File: config.mk
export PLATFORM = sky130hd
export DESIGN_NAME = can_tx_framer_flat
export DESIGN_NICKNAME = d
export VERILOG_FILES = /design/src/rtl/can_tx_framer_if.sv /design/src/rtl/can_tx_framer.sv /design/src/flat_wrapper.sv
export SDC_FILE = /design/constraint.sdc
export NUM_CORES = 1
export LEC_CHECK = 0
export ABC_AREA = 1
export CAP_MARGIN = 20
export CORE_MARGIN = 2
export CORE_UTILIZATION = 40
export CTS_CLUSTER_DIAMETER = 200
export DETAILED_ROUTE_END_ITERATION = 12
export GPL_TIMING_DRIVEN = 0
export PLACE_DENSITY = 0.63
export SLEW_MARGIN = 0
export SYNTH_ARGS = -nofsm -noshare
export SYNTH_HDL_FRONTEND = slang
export SYNTH_SLANG_ARGS = --single-unit
File: constraint.sdc
create_clock -name HCLK -period 7 [get_ports HCLK]
set_clock_uncertainty 0.2 [all_clocks]
set_input_delay 1.4 -clock HCLK [delete_from_list [all_inputs] [get_ports HCLK]]
set_output_delay 1.4 -clock HCLK [all_outputs]
set_load 0.02 [all_outputs]
File: src/rtl/can_tx_framer_if.sv
// can_tx_framer_if
//   Transmit-request bundle between the AHB CAN front-end (master) and the
//   CAN transmit framer (slave).
//
//   Handshake: startXmit is a one-cycle request. The framer takes it only
//   while busy is low; on that edge every field of the bundle is captured.
//   busy rises the following cycle and stays high until the last
//   intermission bit has ended (or arbitration is lost). A request made
//   while busy is high is dropped, not queued.
//
//   Signals: startXmit, xmitdata[63:0], quantaDiv[7:0], propQuanta[5:0],
//            seg1Quanta[5:0], datalen[3:0], format, frameType[1:0],
//            id[28:0] (master -> slave); busy (slave -> master).
interface can_tx_framer_if;
  logic        startXmit;
  logic [63:0] xmitdata;
  logic [7:0]  quantaDiv;
  logic [5:0]  propQuanta;
  logic [5:0]  seg1Quanta;
  logic [3:0]  datalen;
  logic        format;
  logic [1:0]  frameType;
  logic [28:0] id;
  logic        busy;

  modport master (
    output startXmit, xmitdata, quantaDiv, propQuanta, seg1Quanta,
           datalen, format, frameType, id,
    input  busy
  );

  modport slave (
    input  startXmit, xmitdata, quantaDiv, propQuanta, seg1Quanta,
           datalen, format, frameType, id,
    output busy
  );
endinterface

File: src/rtl/can_tx_framer.sv
// can_tx_framer
//   Builds a CAN 2.0A/2.0B data/remote frame (or an error/overload frame),
//   bit-stuffs it, appends CRC-15 and times every bit from the programmed
//   time quanta. Checks arbitration and the ACK slot on the sampled bus.
//
//   Ports:
//     HCLK, HRESET    clock, asynchronous active-low reset
//     req             transmit-request bundle (can_tx_framer_if.slave)
//     can_tx          bus drive, 1 = recessive
//     can_rx          bus sample
//     tx_done         one-cycle pulse, frame completed with ACK
//     arb_lost        one-cycle pulse, arbitration lost
//     ack_err         one-cycle pulse, ACK slot sampled recessive
//     state_dbg       current field state
//
//   Parameters: SEG2_QUANTA (phase segment 2, quanta), IFS_BITS.
//   Build option: CAN_TX_LOOPBACK_EN samples can_tx instead of can_rx and
//   treats the ACK slot as dominant.
module can_tx_framer #(
  parameter int SEG2_QUANTA = 2,
  parameter int IFS_BITS    = 3
) (
  input  logic                  HCLK,
  input  logic                  HRESET,
  can_tx_framer_if.slave        req,
  output logic                  can_tx,
  input  logic                  can_rx,
  output logic                  tx_done,
  output logic                  arb_lost,
  output logic                  ack_err,
  output logic [3:0]            state_dbg
);
  typedef enum logic [3:0] {
    S_IDLE, S_SOF, S_ARB, S_CTRL, S_DATA, S_CRC, S_CRC_DEL,
    S_ACK_SLOT, S_ACK_DEL, S_EOF, S_IFS, S_ERRF
  } state_t;

  state_t      state, nxt_state, pos_state;
  logic [6:0]  bit_idx, nxt_idx, pos_idx, field_len, data_bits;
  logic [7:0]  presc, qcnt, samp_at, end_at;
  logic [2:0]  run_len;
  logic        is_stuff, ack_bad;
  logic [14:0] crc, crc_nxt;

  // request fields captured at acceptance
  logic [28:0] id_q;
  logic [63:0] data_q;
  logic [3:0]  dlc_q;
  logic        ext_q, rtr_q;
  logic [7:0]  div_q;
  logic [5:0]  prop_q, seg1_q;

  logic tick, smp_pt, bit_end, field_last, field_bit, need_stuff, tx_nxt;
  logic in_stuff_zone, in_crc_zone, smp_val, arb_hit, ack_hit;

  assign state_dbg = state;
  assign req.busy  = (state != S_IDLE);

  // Quantum index 0 is sync, then prop, then seg1; the sample point is the
  // end of the last seg1 quantum, the bit ends after SEG2_QUANTA more.
  assign samp_at = {2'b00, prop_q} + {2'b00, seg1_q};
  assign end_at  = samp_at + 8'(SEG2_QUANTA);
  assign tick    = (presc == div_q);
  assign smp_pt  = tick && (qcnt == samp_at);
  assign bit_end = tick && (qcnt == end_at);

  assign in_stuff_zone = (state == S_SOF) || (state == S_ARB) || (state == S_CTRL) ||
                         (state == S_DATA) || (state == S_CRC);
  assign in_crc_zone   = (state == S_SOF) || (state == S_ARB) || (state == S_CTRL) ||
                         (state == S_DATA);

`ifdef CAN_TX_LOOPBACK_EN
  assign smp_val = can_tx;
  assign ack_hit = 1'b0;  // own ACK slot counts as dominant
`else
  assign smp_val = can_rx;
  assign ack_hit = (state == S_ACK_SLOT) && smp_val;
`endif
  // Stuff bits are never arbitration-checked.
  assign arb_hit = (state == S_ARB) && !is_stuff && can_tx && !smp_val;

  always_comb begin
    data_bits = 7'd0;
    if (!rtr_q && dlc_q != 4'd0) data_bits = (dlc_q > 4'd8) ? 7'd64 : {dlc_q, 3'b000};
  end

  always_comb begin
    field_len = 7'd1;
    case (state)
      S_ARB:   field_len = ext_q ? 7'd32 : 7'd12;
      S_CTRL:  field_len = 7'd6;
      S_DATA:  field_len = data_bits;
      S_CRC:   field_len = 7'd15;
      S_EOF:   field_len = 7'd7;
      S_IFS:   field_len = 7'(IFS_BITS);
      S_ERRF:  field_len = 7'd14;
      default: field_len = 7'd1;
    endcase
  end
  assign field_last = (bit_idx == field_len - 7'd1);

  // Position of the next real (unstuffed) bit.
  always_comb begin
    nxt_state = state;
    nxt_idx   = bit_idx + 7'd1;
    if (field_last) begin
      nxt_idx = 7'd0;
      case (state)
        S_SOF:      nxt_state = S_ARB;
        S_ARB:      nxt_state = S_CTRL;
        S_CTRL:     nxt_state = (data_bits != 7'd0) ? S_DATA : S_CRC;
        S_DATA:     nxt_state = S_CRC;
        S_CRC:      nxt_state = S_CRC_DEL;
        S_CRC_DEL:  nxt_state = S_ACK_SLOT;
        S_ACK_SLOT: nxt_state = S_ACK_DEL;
        S_ACK_DEL:  nxt_state = S_EOF;
        S_EOF:      nxt_state = S_IFS;
        S_ERRF:     nxt_state = S_IFS;
        default:    nxt_state = S_IDLE;
      endcase
    end
  end

  always_comb begin
    crc_nxt = crc;
    if (!is_stuff && in_crc_zone)
      crc_nxt = {crc[13:0], 1'b0} ^ ((can_tx ^ crc[14]) ? 15'h4599 : 15'h0000);
  end

  // The position pointer is advanced at the end of every real bit, so after
  // a stuff bit the pending field bit is the one already pointed at.
  always_comb begin
    pos_state = is_stuff ? state : nxt_state;
    pos_idx   = is_stuff ? bit_idx : nxt_idx;
    field_bit = 1'b1;
    case (pos_state)
      S_SOF: field_bit = 1'b0;
      S_ARB: begin
        if (pos_idx < 7'd11)       field_bit = id_q[5'd28 - pos_idx[4:0]];
        else if (!ext_q)           field_bit = rtr_q;
        else if (pos_idx < 7'd13)  field_bit = 1'b1;                       // SRR, IDE
        else if (pos_idx < 7'd31)  field_bit = id_q[5'd30 - pos_idx[4:0]]; // id[17:0]
        else                       field_bit = rtr_q;
      end
      S_CTRL: begin
        case (pos_idx[2:0])
          3'd2:    field_bit = dlc_q[3];
          3'd3:    field_bit = dlc_q[2];
          3'd4:    field_bit = dlc_q[1];
          3'd5:    field_bit = dlc_q[0];
          default: field_bit = 1'b0;  // IDE/r1 and r0
        endcase
      end
      S_DATA:  field_bit = data_q[6'd63 - pos_idx[5:0]];
      S_CRC:   field_bit = crc_nxt[4'd14 - pos_idx[3:0]];
      S_ERRF:  field_bit = (pos_idx >= 7'd6);
      default: field_bit = 1'b1;
    endcase
  end

  assign need_stuff = !is_stuff && in_stuff_zone && (run_len == 3'd5);
  assign tx_nxt     = need_stuff ? ~can_tx : field_bit;

  always_ff @(posedge HCLK or negedge HRESET) begin
    if (!HRESET) begin
      state    <= S_IDLE;
      bit_idx  <= '0;
      presc    <= '0;
      qcnt     <= '0;
      run_len  <= '0;
      is_stuff <= 1'b0;
      ack_bad  <= 1'b0;
      crc      <= '0;
      id_q     <= '0;
      data_q   <= '0;
      dlc_q    <= '0;
      ext_q    <= 1'b0;
      rtr_q    <= 1'b0;
      div_q    <= '0;
      prop_q   <= '0;
      seg1_q   <= '0;
      can_tx   <= 1'b1;
      tx_done  <= 1'b0;
      arb_lost <= 1'b0;
      ack_err  <= 1'b0;
    end else begin
      tx_done  <= 1'b0;
      arb_lost <= 1'b0;
      ack_err  <= 1'b0;
      if (state == S_IDLE) begin
        can_tx <= 1'b1;
        if (req.startXmit) begin
          id_q     <= req.id;
          data_q   <= req.xmitdata;
          dlc_q    <= req.datalen;
          ext_q    <= req.format;
          rtr_q    <= (req.frameType == 2'b01);
          div_q    <= req.quantaDiv;
          prop_q   <= req.propQuanta;
          seg1_q   <= req.seg1Quanta;
          presc    <= '0;
          qcnt     <= '0;
          bit_idx  <= '0;
          is_stuff <= 1'b0;
          run_len  <= 3'd1;
          crc      <= '0;
          ack_bad  <= 1'b0;
          can_tx   <= 1'b0;  // SOF, or first dominant bit of an error/overload flag
          state    <= req.frameType[1] ? S_ERRF : S_SOF;
        end
      end else begin
        presc <= tick ? 8'd0 : presc + 8'd1;
        if (tick) qcnt <= (qcnt == end_at) ? 8'd0 : qcnt + 8'd1;
        if (smp_pt && arb_hit) begin
          state    <= S_IDLE;
          can_tx   <= 1'b1;
          arb_lost <= 1'b1;
        end else begin
          if (smp_pt && ack_hit) begin
            ack_err <= 1'b1;
            ack_bad <= 1'b1;
          end
          if (bit_end) begin
            crc      <= crc_nxt;
            is_stuff <= need_stuff;
            can_tx   <= tx_nxt;
            run_len  <= (tx_nxt != can_tx) ? 3'd1 : (run_len == 3'd7) ? 3'd7 : run_len + 3'd1;
            if (!is_stuff) begin
              state   <= nxt_state;
              bit_idx <= nxt_idx;
              if (nxt_state == S_IDLE) tx_done <= !ack_bad;
            end
          end
        end
      end
    end
  end
endmodule
File: src/flat_wrapper.sv
// flat-port wrapper written by rule: the top's interface ports become plain ports
module can_tx_framer_flat 
#(
  parameter int SEG2_QUANTA = 2,
  parameter int IFS_BITS    = 3
)
  (HCLK, HRESET, can_tx, can_rx, tx_done, arb_lost, ack_err, state_dbg, req_startXmit, req_xmitdata, req_quantaDiv, req_propQuanta, req_seg1Quanta, req_datalen, req_format, req_frameType, req_id, req_busy);
  can_tx_framer_if req_i ();
  input  logic HCLK;
  input  logic HRESET;
  output logic can_tx;
  input  logic can_rx;
  output logic tx_done;
  output logic arb_lost;
  output logic ack_err;
  output logic [3:0] state_dbg;
  input wire logic [$bits(req_i.startXmit)-1:0] req_startXmit;
  input wire logic [$bits(req_i.xmitdata)-1:0] req_xmitdata;
  input wire logic [$bits(req_i.quantaDiv)-1:0] req_quantaDiv;
  input wire logic [$bits(req_i.propQuanta)-1:0] req_propQuanta;
  input wire logic [$bits(req_i.seg1Quanta)-1:0] req_seg1Quanta;
  input wire logic [$bits(req_i.datalen)-1:0] req_datalen;
  input wire logic [$bits(req_i.format)-1:0] req_format;
  input wire logic [$bits(req_i.frameType)-1:0] req_frameType;
  input wire logic [$bits(req_i.id)-1:0] req_id;
  output wire logic [$bits(req_i.busy)-1:0] req_busy;
  assign req_i.startXmit = req_startXmit;
  assign req_i.xmitdata = req_xmitdata;
  assign req_i.quantaDiv = req_quantaDiv;
  assign req_i.propQuanta = req_propQuanta;
  assign req_i.seg1Quanta = req_seg1Quanta;
  assign req_i.datalen = req_datalen;
  assign req_i.format = req_format;
  assign req_i.frameType = req_frameType;
  assign req_i.id = req_id;
  assign req_busy = req_i.busy;
  can_tx_framer #(.SEG2_QUANTA(SEG2_QUANTA), .IFS_BITS(IFS_BITS)) u_core (.HCLK(HCLK), .HRESET(HRESET), .req(req_i), .can_tx(can_tx), .can_rx(can_rx), .tx_done(tx_done), .arb_lost(arb_lost), .ack_err(ack_err), .state_dbg(state_dbg));
endmodule
==> results of run 1 <==
-- final timing paths --
check,start,endpoint,depth (start not counted)
min in group asynchronous,HRESET,u_core.div_q[2],1
min reg2reg,u_core.data_q[37],u_core.data_q[37],2
min,u_core.data_q[37],u_core.data_q[37],2
max reg2reg,u_core.state_dbg[2],u_core.run_len[1],31
max in group asynchronous,HRESET,u_core.crc[5],2
max,u_core.state_dbg[2],u_core.run_len[1],31
-- state kept, by name, indices dropped and copies added (netlist names) --
register	flops
u_core.data_q	64
u_core.id_q	29
u_core.crc	15
u_core.div_q	8
u_core.presc	8
u_core.qcnt	8
u_core.bit_idx	7
u_core.prop_q	6
u_core.seg1_q	6
u_core.dlc_q	4
u_core.state_dbg	4
u_core.run_len	3
u_core.ack_bad	1
u_core.ack_err	1
u_core.arb_lost	1
u_core.can_tx	1
u_core.ext_q	1
u_core.is_stuff	1
u_core.rtr_q	1
u_core.tx_done	1
-- worst min-delay path, cell delays in order, from the launching register on --
cell and delay, ps:
dfrtp_1 350, nand2_1 50, nand2_1 40
-- cells in the mapped netlist, types with 8 or more instances --
master,count
nand3_1,149
o21ai_1,10
inv_1,96
buf_2,9
or2_2,10
nand2_1,554
nor2_2,8
clkbuf_1,36
ha_1,22
inv_2,12
dfrtp_1,169
nor2_1,76
a21oi_1,22
o21ai_0,54
o22ai_1,21
nor3_1,11
nand4_1,14
xor2_1,33
-- stage by stage --
step	power, W	hold WS, ps	utilization [%]	std cells
finish	0.002734	274.6	50.31	1861
global route	0.002884	292.9	50.31	1861
CTS	0.002748	276.6	50.31	1861
detailed placement	0.001781	258.9	47.83	1829
global placement	0.001762	255.0	47.65	1827
floorplan	0.001554	218.0	-	1371
-- routing by layer --
metal / vias to the layer above / global-route usage [%] / routed length, um
met4: 0 / 7.589 / 738
met2: 232 / 37.54 / 13480
li1: 4702 / - / -
met5: - / 0 / 0
met1: 4354 / 31.56 / 13600
met3: 45 / 3.926 / 1270
-- power breakdown --
part | internal [W] | leakage [nW] | total [W] | switching (W)
clock | 0.000512 | 0.286 | 0.000970 | 0.000458
combinational | 0.000266 | 3.71 | 0.000624 | 0.000358
sequential | 0.00107 | 2.07 | 0.00114 | 0.0000701
-- cells by family (layout without fill, tap and decap cells) --
group | count (synthesis) | after routing | synth area share (%)
DFF | 170 | 170 | 43.30
buffers and inverters | 165 | 331 | 6.760
and+or+nand+nor | 845 | 845 | 35.95
xor gates and xnor gates | 40 | 40 | 3.565
AOI/OAI and AO/OA | 128 | 128 | 7.422
adders and majority gates | 23 | 23 | 3.004
-- layout make-up --
type                    instances  area [um^2]  share of cell area, %
inverters                     111        416.7                  3.415
multi-input cells            1036         4908                  40.23
plain buffers                  54        247.7                  2.031
well taps                     324        405.4                  3.323
repair buffers                134         1365                  11.19
clock inverters                15        176.4                  1.446
flip-flops and latches        170         4255                  34.88
clock buffers                  17        425.4                  3.487
==> reports/metrics.yaml, run 1 <==
yosys:
  async_flop_share_pct: 100.0
  syn_avg_cell_area_um2: 7.169
  synth_cell_type_count: 45
  ys_ff_latch: 170
  synth.top_cell.area_share_pct: 43.03
  yosysTopAreaCell: "dfrtp_1"
  synth_edf_count: 0
  syn_area_mm2: 0.009828
  ys.warnings.count: 0
  synth_fp_nets: 1518
  synth.yosys.seq_area_share_pct: 43.30
  yosys-top-cells-area: "dfrtp_1, nand2_1, nand3_1, inv_1, xor2_1"
  ys.flop_type: "dfrtp_1"
  syn_inst: 1371
setup_path:
  cpMostUsedCell: "nand2_1"
  path_buf_inv: 5
  crit_arrival_ps: 5690
  crit_family: "simple AND/OR/NAND/NOR gates"
  worst-r2r-setup-slack_ps: 1430
  path_class: "reg -> reg"
  crit_path_start_kind: "register"
  cp-end-kind: "register"
  crit_path_max_incr_delay_ps: 510
  path_max_fanout: 13
  cp_slowest_cell: "dfrtp_1"
  cp_data_required_time_ps: 7120
routing:
  detail_route.vias_per_cell: 5.015
  antenna_left: 0
  drtIter0Drc: 541
  wl_per_cell_um: 15.64
  via_count: 9333
  dr.pass1.iters: 5
  wirelength_mm: 29.10
  drc: 0
min_path:
  hold_class: "reg -> reg"
timing:
  worst-slew-pin-transition_ps: 895.3
  fin_crit_ps: 5569
  tns_ps: 0
  setup_ws_ps: 1431
  setup_viol: 0
  slew_headroom_pct: 39.76
  rsz0062_at_grt: "false"
  slew_viol_final: 0
  hold_viol_final: 0
  max_freq_ghz: 0.1796
  finalCritPeriodShare_pct: 79.56
job:
  cap_viol_max_count: 0
clocking:
  clockBufferDepth: 2
  cts_tree: "done"
  cts.repair.resized: 0
  cts.sinks: 170
  clk_pin_slew_worst_paths_ps: 70
  cts_buffers: 17
  post_cts_buffers: 0
  cts_root_buffer: "clkbuf_16"
  htreeDepth: 4
  cts_hold_buf: 0
  clk_latency_ps: 440
grt:
  grt_max_degree: 89
  first_global_vias: 9066
  antenna_found_initial: 0
  grt.overflow.total: 0
  grt_pass1_wl_mm: 46.91
  grt.total_usage_pct: 23.11
layout:
  final_cell_mix: "nand2_1, dfrtp_1, nand3_1"
  final_common_cell: "nand2_1"
  fin_area_mm2: 0.01220
  syn_to_final_growth_pct: 24.14
  nNetsFinal: 1671
  fillerInstances: 2415
  antenna-diode-count: 0
  drive_above_1_share_pct: 6.376
status:
  status: "completed"
power:
  power_density_mw_per_mm2: 224.1
  power_leakage_nw: 6.072
  vdd_drop_max_v: 0.0001249
die:
  start_util_pct: 40.53
  die-area_mm2: 0.02584
  coreArea_mm2: 0.02425
  ios: 133
  die_w_um: 160.8
  rows: 57
  die_y_um: 160.8
place:
  dpl_cell_area_mm2: 0.01160
  hpwlAfterDp_mm: 21.80
  numPortBuffers: 132
  routabilityCongestion: 0.9188
  place_worst_setup_slack_ps: 1556
Power figures use the tool's default switching activity.
==> inputs of run 2 (changes only) <==
Settings changed: PLACE_DENSITY 0.63 to 0.66.
Clock period 7 ns to 5.1 ns, I/O delays scaled along.
==> reports/metrics.yaml, run 2 (same netlist as run 1, synthesis figures left out) <==
status:
  status: "complete, but fails checks"
  violations: "design-rule violations"
power:
  vdd_drop_max_v: 0.0001662
  power_density_mw_per_mm2: 308.5
  power_leakage_nw: 6.126
clocking:
  cts_tree: "done"
  cts.sinks: 170
  htreeDepth: 4
  clk_pin_slew_worst_paths_ps: 70
  cts_root_buffer: "clkbuf_16"
  clk_latency_ps: 440
  clockBufferDepth: 2
  cts_buffers: 17
setup_path:
  crit_start: "u_core.state_dbg[3]"
  r2r-start: "u_core.state_dbg[3]"
  crit_path_start_kind: "register"
  crit_path_max_incr_delay_ps: 370
  worst-r2r-setup-slack_ps: 380
  cp-end-kind: "register"
  crit_end: "u_core.run_len[0]"
  path_class: "reg -> reg"
  path_max_fanout: 13
  cp_slowest_cell: "ha_1"
  rr_worst_depth: 35
  cp_data_required_time_ps: 5240
  cpMostUsedCell: "nand2_1"
  crit_arrival_ps: 4860
  reg2reg_to: "u_core.run_len[0]"
timing:
  fin_crit_ps: 4724
  finalCritPeriodShare_pct: 92.64
  hold_viol_final: 0
  slew_viol_final: 0
  max_freq_ghz: 0.2117
  setup_viol: 0
  rsz0062_at_grt: "false"
  tns_ps: 0
  worst-slew-pin-transition_ps: 902.5
  slew_headroom_pct: 39.28
routing:
  wirelength_mm: 29.03
  dr.pass1.iters: 11
  via_count: 9430
  wl_per_cell_um: 15.56
  drtIter0Drc: 693
  drc: 2
  antenna_left: 0
  detail_route.vias_per_cell: 5.054
min_path:
  hold_class: "reg -> reg"
layout:
  reg.largest.list: "u_core.data_q: 64 flops, u_core.id_q: 29 flops, u_core.crc: 15 flops"
  seq_area_mm2: 0.004257
  layoutNonFillerInstCount: 1866
  nNetsFinal: 1676
  largest_register_ffs: 64
  final_common_cell: "nand2_1"
  regMostFlops: "u_core.data_q"
  fillerInstances: 2417
  final_cell_mix: "nand2_1, dfrtp_1, nand3_1"
  multi_input_area_mm2: 0.004976
  drive_above_1_share_pct: 7.652
  antenna-diode-count: 0
  syn_to_final_growth_pct: 25.70
die:
  coreArea_mm2: 0.02425
  die_y_um: 160.8
  die_w_um: 160.8
  start_util_pct: 40.53
  ios: 133
  die-area_mm2: 0.02584
  rows: 57
grt:
  first_global_vias: 9388
  grt.total_usage_pct: 23.01
  grt.overflow.total: 0
  grt_pass1_wl_mm: 47.27
  grt_max_degree: 95
  antenna_found_initial: 0
job:
  cap_viol_max_count: 0
place:
  numPortBuffers: 132
  routabilityCongestion: 0.9358
  hpwlAfterDp_mm: 21.56
  post-place-cells: 1829
[run 2: through the flow]
| stage | hold WS [ps] | power [W] | worst slack [ps] | instance area [um^2] | util (%) |
|---|---|---|---|---|---|
| 6_report | 274.4 | 0.003812 | 375.5 | 12350 | 50.95 |
| 5_1_grt | 290.8 | 0.004009 | 14.55 | 12350 | 50.95 |
| 4_1_cts | 276.7 | 0.003804 | 36.38 | 12230 | 50.45 |
| 3_5_place_dp | 258.5 | 0.002442 | -307.0 | 11600 | 47.83 |
| 3_3_place_gp | 254.6 | 0.002415 | -4221 | 11550 | 47.65 |
| 2_1_floorplan | 218.0 | 0.002133 | 713.9 | 9828 | - |
[run 2: worst min-delay path by stage]
stage	startpoint	end	cells after the start
CTS	u_core.id_q[8]	u_core.id_q[8]	2
global route	u_core.data_q[27]	u_core.data_q[27]	2
finish	u_core.data_q[1]	u_core.data_q[1]	2
detailed placement	u_core.id_q[8]	u_core.id_q[8]	2
global placement	u_core.data_q[1]	u_core.data_q[1]	2
floorplan	u_core.ack_bad	u_core.tx_done	1
[run 2: where the power goes]
group	internal [W]	leakage [nW]	switching (W)	total [W]
clock network	0.000712	0.303	0.000651	0.00136
logic	0.000380	3.75	0.000501	0.000880
registers	0.00147	2.07	0.0000987	0.00157
total	0.00256	6.13	0.00125	0.00381
[run 2: what timing repair did]
item                       CTS  global route
setup endpoints to repair    4             4
pin swaps                    0             2
resized for setup            9            19
buffers inserted             0             8
hold buffers                 0             0
[run 2: final cells by class]
class / instances / area share (%)
plain buffers: 51 / 2.015
clock buffers: 17 / 3.443
clock inverters: 15 / 1.539
inverters: 111 / 3.454
multi-input cells: 1036 / 40.28
flip-flops and latches: 170 / 34.45
well taps: 324 / 3.281
repair buffers: 142 / 11.54
[run 2: layer usage]
| metal | up-vias | global-route usage [%] | wire length, um |
|---|---|---|---|
| li1 | 4714 | - | - |
| met1 | 4390 | 31.15 | 13330 |
| met2 | 276 | 37.68 | 13610 |
| met3 | 50 | 3.822 | 1420 |
| met4 | 0 | 7.792 | 671 |
| met5 | - | 0 | 0 |
[run 2: critical path: cells and delay by family, from the launching register on]
| family | cells | cell delay, ps |
|---|---|---|
| and+or+nand+nor | 23 | 2330 |
| AOI/OAI and AO/OA | 3 | 360 |
| DFF | 1 | 360 |
| adders and majority gates | 3 | 750 |
| buffers and inverters | 6 | 620 |
==> inputs of run 3 (changes only) <==
Settings changed: CORE_ASPECT_RATIO set to 1.75.
==> reports/metrics.yaml, run 3 (same netlist as run 1, synthesis figures left out) <==
setup_path:
  cp_slowest_cell: "dfrtp_2"
  cp_data_required_time_ps: 5230
  crit_arrival_ps: 4850
  cp-end-kind: "register"
  crit_path_start_kind: "register"
  crit_path_max_incr_delay_ps: 480
  path_class: "reg -> reg"
  cpMostUsedCell: "nand2_1"
  path_max_fanout: 13
timing:
  fin_crit_ps: 4720
  slew_headroom_pct: 37.98
  setup_viol: 0
  hold_viol_final: 0
  max_freq_ghz: 0.2119
  finalCritPeriodShare_pct: 92.55
  worst-slew-pin-transition_ps: 923.7
  slew_viol_final: 0
die:
  die_w_um: 122.5
  die-area_mm2: 0.02589
  rows: 75
  coreArea_mm2: 0.02402
  ios: 133
  start_util_pct: 40.91
  die_y_um: 211.4
routing:
  drtIter0Drc: 554
  via_count: 9454
  drc: 0
  detail_route.vias_per_cell: 5.108
  antenna_left: 0
  dr.pass1.iters: 5
  wl_per_cell_um: 16.57
  wirelength_mm: 30.67
grt:
  first_global_vias: 9462
  grt_max_degree: 97
  grt.total_usage_pct: 24.73
  grt_pass1_wl_mm: 48.53
  grt.overflow.total: 0
  antenna_found_initial: 2
layout:
  final_util_pct: 51.38
  nNetsFinal: 1675
  drive_above_1_share_pct: 7.852
  regMostFlops: "u_core.data_q"
  final_common_cell: "nand2_1"
  syn_to_final_growth_pct: 25.58
  reg.largest.list: "u_core.data_q: 64 flops, u_core.id_q: 29 flops, u_core.crc: 15 flops"
  final_cell_mix: "nand2_1, dfrtp_1, nand3_1"
  largest_register_ffs: 64
  fin_area_mm2: 0.01234
  fillerInstances: 2459
clocking:
  clk_latency_ps: 450
  cts_tree: "done"
  clk_pin_slew_worst_paths_ps: 70
  clockBufferDepth: 2
  cts_root_buffer: "clkbuf_16"
  cts.sinks: 170
  htreeDepth: 4
  cts_hold_buf: 0
  cts_buffers: 17
place:
  hpwlAfterDp_mm: 23.61
  dpl_cell_area_mm2: 0.01157
  numPortBuffers: 132
  routabilityCongestion: 0.9527
power:
  power_density_mw_per_mm2: 307.2
  vdd_drop_max_v: 0.0001885
  fin_total_pwr_w: 0.003791
  power_leakage_nw: 6.104
status:
  status: "completed"
job:
  cap_viol_max_count: 0
min_path:
  hold_class: "reg -> reg"
-- run 3: per-layer routing --
metal  GRT usage, %  wire (um)
met1          26.81      11490
met2          45.73      16590
met3          2.829       1055
met4          13.63       1536
met5              0          0
-- run 3: power breakdown --
part,switching [W],internal [W],total [W]
registers,0.0000970,0.00147,0.00157
clock network,0.000567,0.000768,0.00133
logic,0.000508,0.000381,0.000888
total,0.00117,0.00262,0.00379
-- run 3: repair_timing --
item	4_1_cts	5_1_grt
setup endpoints to repair	4	4
gates resized for setup	10	24
pin swaps	2	4
buffers inserted	3	4
-- run 3: cell type report --
| cell class | count | area (um^2) | share of cell area, % |
|---|---|---|---|
| sequential | 170 | 4259 | 34.51 |
| antenna | 2 | 5.005 | 0.04055 |
| buffer | 51 | 255.2 | 2.068 |
| multi-input combinational | 1036 | 4990 | 40.43 |
| timing repair buffer | 141 | 1418 | 11.49 |
| clock buffer | 21 | 470.5 | 3.812 |
| inverter | 111 | 421.7 | 3.416 |
| clock inverter | 11 | 137.6 | 1.115 |
| tap | 308 | 385.4 | 3.122 |
-- run 3: critical path, delay by kind of cell (launching register included) --
kind            cells  cell delay (ps)
fa+ha+maj           3              660
simple gates       23             2380
flops               1              480
compound gates      3              470
buf+inv             3              400
-- run 3: stage by stage --
stage / setup slack (ps) / std cells / hold slack [ps] / TNS, ps
after global routing: -43.42 / 1851 / 285.3 / -67.94
final: 380.1 / 1851 / 268.5 / 0
after detailed placement: -533.0 / 1813 / 255.9 / -2051
after CTS: 37.32 / 1847 / 272.0 / 0
after floorplan: 713.9 / 1371 / 218.0 / 0
after global placement: -4207 / 1811 / 249.4 / -711240
-- run 3: final timing paths --
kind	start	endpoint	slack (ps)	cells after the start
hold reg to reg	u_core.ack_bad	u_core.tx_done	270	1
hold / removal	u_core.ack_bad	u_core.tx_done	270	1
setup / recovery	u_core.state_dbg[0]	u_core.run_len[1]	380	32
min in group asynchronous	HRESET	u_core.div_q[5]	330	1
max in group asynchronous	HRESET	u_core.id_q[27]	3470	2
setup reg to reg	u_core.state_dbg[0]	u_core.run_len[1]	380	32
